--- src/rtl/pipe_ctrl_pkg.sv ---
// Shared constants and types for the RISC15 pipeline stall/flush sequencer.
package pipe_ctrl_pkg;

    localparam logic [3:0] OP_LW = 4'b0100;
    localparam logic [3:0] OP_LM = 4'b0110;
    localparam logic [3:0] OP_SM = 4'b0111;

    // IR value the datapath loads into a flushed pipeline register
    localparam logic [15:0] NOP_IR = 16'hE000;

    typedef enum logic {
        RUN  = 1'b0,
        LMSM = 1'b1
    } state_t;

    function automatic logic is_lmsm_op(input logic [3:0] opcode);
        return (opcode == OP_LM) || (opcode == OP_SM);
    endfunction

endpackage

--- src/rtl/lmsm_priority_encoder.sv ---
// Finds the lowest set bit of an LM/SM register mask and flags a single-bit mask.
module lmsm_priority_encoder (
    input  logic [7:0] mask,
    output logic [2:0] index,
    output logic       valid,
    output logic       single
);

    always_comb begin
        index = 3'd0;
        for (int i = 7; i >= 0; i--) begin
            if (mask[i]) index = 3'(i);
        end
    end

    assign valid  = |mask;
    assign single = valid && ((mask & (mask - 8'd1)) == 8'd0);

endmodule

--- src/rtl/pipeline_controller.sv ---
// Stall/flush sequencer for the six-stage RISC15 pipeline, including LM/SM splitting.
// Optional PIPE_CTRL_PERF_EN adds saturating stall_cycles / flush_events counters.
//
// state | meaning
// RUN   | normal flow; branch flush, load-use stall, LM/SM entry
// LMSM  | issuing remaining LM/SM transfers, front end held
module pipeline_controller
    import pipe_ctrl_pkg::*;
(
    input  logic        clk,
    input  logic        reset,
    input  logic [15:0] rr_ir,
    input  logic [2:0]  rr_src1,
    input  logic [2:0]  rr_src2,
    input  logic [1:0]  rr_src_used,
    input  logic        ex_is_load,
    input  logic [2:0]  ex_dest,
    input  logic        ex_branch_taken,
    output logic        pc_write_n,
    output logic        p1_write_n,
    output logic        p2_write_n,
    output logic        p3_write_n,
    output logic        p1_flush,
    output logic        p2_flush,
    output logic        p3_flush,
    output logic        lmsm_valid,
    output logic [2:0]  lmsm_reg,
    output logic [2:0]  lmsm_offset,
    output logic        lmsm_last,
    output logic        busy
`ifdef PIPE_CTRL_PERF_EN
    ,
    output logic [15:0] stall_cycles,
    output logic [15:0] flush_events
`endif
);

    state_t     state, next_state;
    logic [7:0] mask_q, next_mask;
    logic [2:0] offset_q, next_offset;
    logic [2:0] ent_idx, rem_idx;
    logic       ent_valid, ent_single, rem_valid, rem_single;
    logic       load_use;
    logic       unused_ir;

    assign unused_ir = ^rr_ir[11:8];

    lmsm_priority_encoder u_ent_enc (
        .mask   (rr_ir[7:0]),
        .index  (ent_idx),
        .valid  (ent_valid),
        .single (ent_single)
    );

    lmsm_priority_encoder u_rem_enc (
        .mask   (mask_q),
        .index  (rem_idx),
        .valid  (rem_valid),
        .single (rem_single)
    );

    assign load_use = ex_is_load &&
                      ((rr_src_used[0] && (ex_dest == rr_src1)) ||
                       (rr_src_used[1] && (ex_dest == rr_src2)));

    // Outputs are forced to their idle values while reset is held.
    always_comb begin
        pc_write_n  = 1'b0;
        p1_write_n  = 1'b0;
        p2_write_n  = 1'b0;
        p3_write_n  = 1'b0;
        p1_flush    = 1'b0;
        p2_flush    = 1'b0;
        p3_flush    = 1'b0;
        lmsm_valid  = 1'b0;
        lmsm_reg    = 3'd0;
        lmsm_offset = 3'd0;
        lmsm_last   = 1'b0;
        busy        = 1'b0;
        next_state  = state;
        next_mask   = mask_q;
        next_offset = offset_q;
        if (reset) begin
            case (state)
                RUN: begin
                    if (ex_branch_taken) begin
                        p1_flush = 1'b1;
                        p2_flush = 1'b1;
                        p3_flush = 1'b1;
                    end else if (load_use) begin
                        pc_write_n = 1'b1;
                        p1_write_n = 1'b1;
                        p2_write_n = 1'b1;
                        p3_flush   = 1'b1;
                    end else if (is_lmsm_op(rr_ir[15:12]) && ent_valid) begin
                        lmsm_valid = 1'b1;
                        lmsm_reg   = ent_idx;
                        if (ent_single) begin
                            lmsm_last = 1'b1;
                        end else begin
                            pc_write_n  = 1'b1;
                            p1_write_n  = 1'b1;
                            p2_write_n  = 1'b1;
                            next_mask   = rr_ir[7:0] & ~(8'd1 << ent_idx);
                            next_offset = 3'd1;
                            next_state  = LMSM;
                        end
                    end
                end
                LMSM: begin
                    busy = 1'b1;
                    if (ex_branch_taken) begin
                        p1_flush    = 1'b1;
                        p2_flush    = 1'b1;
                        p3_flush    = 1'b1;
                        next_mask   = 8'd0;
                        next_offset = 3'd0;
                        next_state  = RUN;
                    end else begin
                        lmsm_valid  = rem_valid;
                        lmsm_reg    = rem_idx;
                        lmsm_offset = offset_q;
                        pc_write_n  = 1'b1;
                        p1_write_n  = 1'b1;
                        next_mask   = mask_q & ~(8'd1 << rem_idx);
                        next_offset = offset_q + 3'd1;
                        if (rem_single || !rem_valid) begin
                            lmsm_last   = 1'b1;
                            next_offset = 3'd0;
                            next_state  = RUN;
                        end else begin
                            p2_write_n = 1'b1;
                        end
                    end
                end
                default: next_state = RUN;
            endcase
        end
    end

    always_ff @(posedge clk or negedge reset) begin
        if (!reset) begin
            state    <= RUN;
            mask_q   <= 8'd0;
            offset_q <= 3'd0;
        end else begin
            state    <= next_state;
            mask_q   <= next_mask;
            offset_q <= next_offset;
        end
    end

`ifdef PIPE_CTRL_PERF_EN
    always_ff @(posedge clk or negedge reset) begin
        if (!reset) begin
            stall_cycles <= 16'd0;
            flush_events <= 16'd0;
        end else begin
            if (pc_write_n && (stall_cycles != 16'hFFFF))
                stall_cycles <= stall_cycles + 16'd1;
            if (ex_branch_taken && (flush_events != 16'hFFFF))
                flush_events <= flush_events + 16'd1;
        end
    end
`endif

endmodule

--- config.mk ---
export PLATFORM = sky130hd
export DESIGN_NAME = pipeline_controller
export DESIGN_NICKNAME = d
export VERILOG_FILES = /design/src/rtl/pipe_ctrl_pkg.sv /design/src/rtl/lmsm_priority_encoder.sv /design/src/rtl/pipeline_controller.sv
export SDC_FILE = /design/constraint.sdc
export NUM_CORES = 1
export LEC_CHECK = 0
export ABC_AREA = 1
export BUFFER_PORTS_ARGS = -buffer_cell sky130_fd_sc_hd__buf_2
export CORE_UTILIZATION = 38
export DETAILED_ROUTE_END_ITERATION = 6
export SLEW_MARGIN = 20
export SYNTH_ARGS = -nofsm -noshare
export SYNTH_HDL_FRONTEND = slang
export SYNTH_SLANG_ARGS = --single-unit
export TNS_END_PERCENT = 50
--- constraint.sdc ---
create_clock -name clk -period 4.2 [get_ports clk]
set_clock_uncertainty 0.05 [all_clocks]
set_input_delay 0.21 -clock clk [delete_from_list [all_inputs] [get_ports clk]]
set_output_delay 0.21 -clock clk [all_outputs]
set_load 0.005 [all_outputs]
==> results.toml <==
[sta]
fmax_ghz = 0.4494
whs_ns = 0.3091
rsz0062_at_grt = "no"
slew_violations = 0
hold_viol_final = 0
fin_crit_ns = 2.225
tns_ns = 0
min_period_over_period = 0.5298
setup_viol = 0

[pwr]
comb_power_share = 0.507
seqPwrFrac = 0.330
total_power_w = 0.0005636
intPower_w = 0.0003055
p_sw_w = 0.0002581
powerDensity_mw_per_mm2 = 347.3
clock_power_share = 0.163
vdd_drop_max_v = 0.0002749
sw_frac_of_total = 0.4580
p_leak_nw = 0.9203

[clock_tree]
cts_buffer_depth = 2
cts-root-buf = "clkbuf_4"
insertion_delay_ns = 0.27
clk_pin_slew_ns = 0.07
post_cts_buffers = 0
ctsResizeCount = 0
cts_made_buffers = 3
htreeDepth = 1
cts.sinks = 12
hold_buffers = 1
cts_tree = "done"

[floorplanning]
std_cell_rows = 21
io_pins = 47
initial_core_util = 0.3999
dieWidth_um = 61.50
coreArea_sq_mm = 0.003363
dieHeight_um = 61.50
die-area_sq_mm = 0.003782

[grt]
grtUsageTotal = 0.1958
grt_pass1_vias = 1308
antenna_found_initial = 0
overflow = 0
grt_max_degree = 20
grt_pass1_wl_mm = 5.520

[critical_path]
critical_path_class = "flip-flop to output pin"
cp-end-kind = "output pin"
critPathMaxFanout = 13
worst-endpoint-arrival_ns = 1.97
worstPathRequired_ns = 3.94
cp-start-kind = "flip-flop"

[drt]
drtIter0Drc = 51
vias = 1455
firstDrtPassIters = 4
drt_wl_total_mm = 3.330
drtAntennaViolNets = 0
wire_per_inst_um = 10.81
viasPerCell = 4.724
drc = 0

[final_layout]
layout_common_cells = "68 x nand2_1, 40 x buf_2, 31 x nor2_1"
final_nets = 295
n_antenna_cell = 0
layout_commonest_cell = "nand2_1"
area_growth_pct = 20.65
fin_area_sq_mm = 0.001623
stdcell_count = 308
drive_gt1_frac = 0.2672

[run]
maxCapViolations = 0

[place]
place.gp.congestion = 0.8330
place_inst = 303
io_buffers = 40
place_area_sq_mm = 0.001577
hpwl_mm = 2.698

[synth]
syn_avg_cell_area_sq_um = 6.086
synth.yosys.seq_area_share = 0.2233
yosysWarnings = 0
netlist_area_sq_mm = 0.001345
ys_types = 32
synth_nets = 253
synth-seq-cells = 12
netlist_instances = 221

[hold_path]
hold_path_class = "input port to flip-flop"

[status]
outcome = "complete, no violations"
[synthesized netlist by cell type]
cell type / instances / area (sq um)
dfrtp_1: 12 / 300.3
xor2_1: 2 / 17.52
a21oi_4: 1 / 16.27
nor2_8: 1 / 20.02
nand3_1: 12 / 60.06
o21ai_4: 1 / 16.27
nand4_1: 3 / 18.77
xnor2_1: 1 / 8.760
nand2_4: 3 / 33.78
o21ai_0: 12 / 60.06
nor3_1: 1 / 5.000
inv_2: 5 / 18.77
o21bai_1: 2 / 15.01
o21ai_1: 1 / 5.000
nand2_1: 68 / 255.2
clkbuf_1: 1 / 3.750
nor2_4: 4 / 45.04
nand4_2: 1 / 12.51
inv_1: 25 / 93.84
ha_1: 1 / 12.51
nand2_2: 3 / 18.77
nand3_4: 1 / 17.52
conb_1: 1 / 3.750
a21oi_1: 11 / 55.05
o211ai_1: 1 / 7.510
nor2_2: 5 / 31.28
o21a_1: 1 / 7.510
nor2_1: 31 / 116.4
buf_4: 3 / 22.52
o22ai_1: 5 / 31.28
and2_1: 1 / 6.260
o21ai_2: 1 / 8.760
[stage by stage]
step                      setup WS, ns    util
after floorplan                  2.713       -
after global placement           2.288  0.4688
after detailed placement         2.301  0.4688
after CTS                        1.991  0.4825
after global routing             1.737  0.4825
final                            1.975  0.4825
[final timing paths]
check | to | startpoint | cells past startpoint | slack [ns]
hold reg to reg | mask_q[2] | mask_q[2] | 2 | 0.47
setup reg to reg | offset_q[1] | state | 8 | 2.46
hold / removal | mask_q[1] | rr_ir[1] | 5 | 0.31
min in group asynchronous | offset_q[0] | reset | 2 | 0.35
max in group asynchronous | state | reset | 2 | 3.46
setup / recovery | p2_write_n | state | 7 | 1.97
[power by group through the flow]
stage	logic [W]	registers [W]	clock network (W)
floorplan	0.000216	0.000175	0
global placement	0.000285	0.000188	0
detailed placement	0.000285	0.000188	0
CTS	0.000287	0.000185	0.0000947
global route	0.000328	0.000192	0.000103
finish	0.000286	0.000186	0.0000921
[cells by family (layout without fill, tap and decap cells)]
group / after synthesis / in the layout / synth area share
xor gates and xnor gates: 3 / 3 / 0.01954
and+or+nand+nor: 134 / 134 / 0.4763
adders and majority gates: 1 / 1 / 0.009301
AOI/OAI and AO/OA: 36 / 36 / 0.1656
DFF: 12 / 12 / 0.2233
other: 1 / 1 / 0.002788
buffers and inverters: 34 / 75 / 0.1033
[per-layer routing]
layer  vias to the layer above  wire length (um)  track usage
li1                        781                 -            -
met1                       631              1599       0.2481
met2                        39              1529       0.3395
met3                         4               160      0.04412
met4                         0                41      0.04127
met5                         -                 0            0
[sequential cells by signal (all words and copies together), names as in the netlist]
signal and count:
mask_q 8, offset_q 3, state 1
[critical path, stage by stage, from the launching register on]
cell     delay, ns
dfrtp_1       0.59
inv_2         0.20
nor2_2        0.27
o21ai_0       0.18
inv_1         0.08
nand2_1       0.10
a21oi_1       0.16
buf_2         0.13
[cell type report]
type | count | area [sq um]
Fill cell | 388 | 1740
Multi-Input combinational cell | 175 | 905.9
Sequential cell | 12 | 300.3
Timing Repair Buffer | 41 | 210.2
Inverter | 30 | 112.6
Tap cell | 46 | 57.56
Clock buffer | 4 | 36.28
Power figures use the tool's default switching activity.
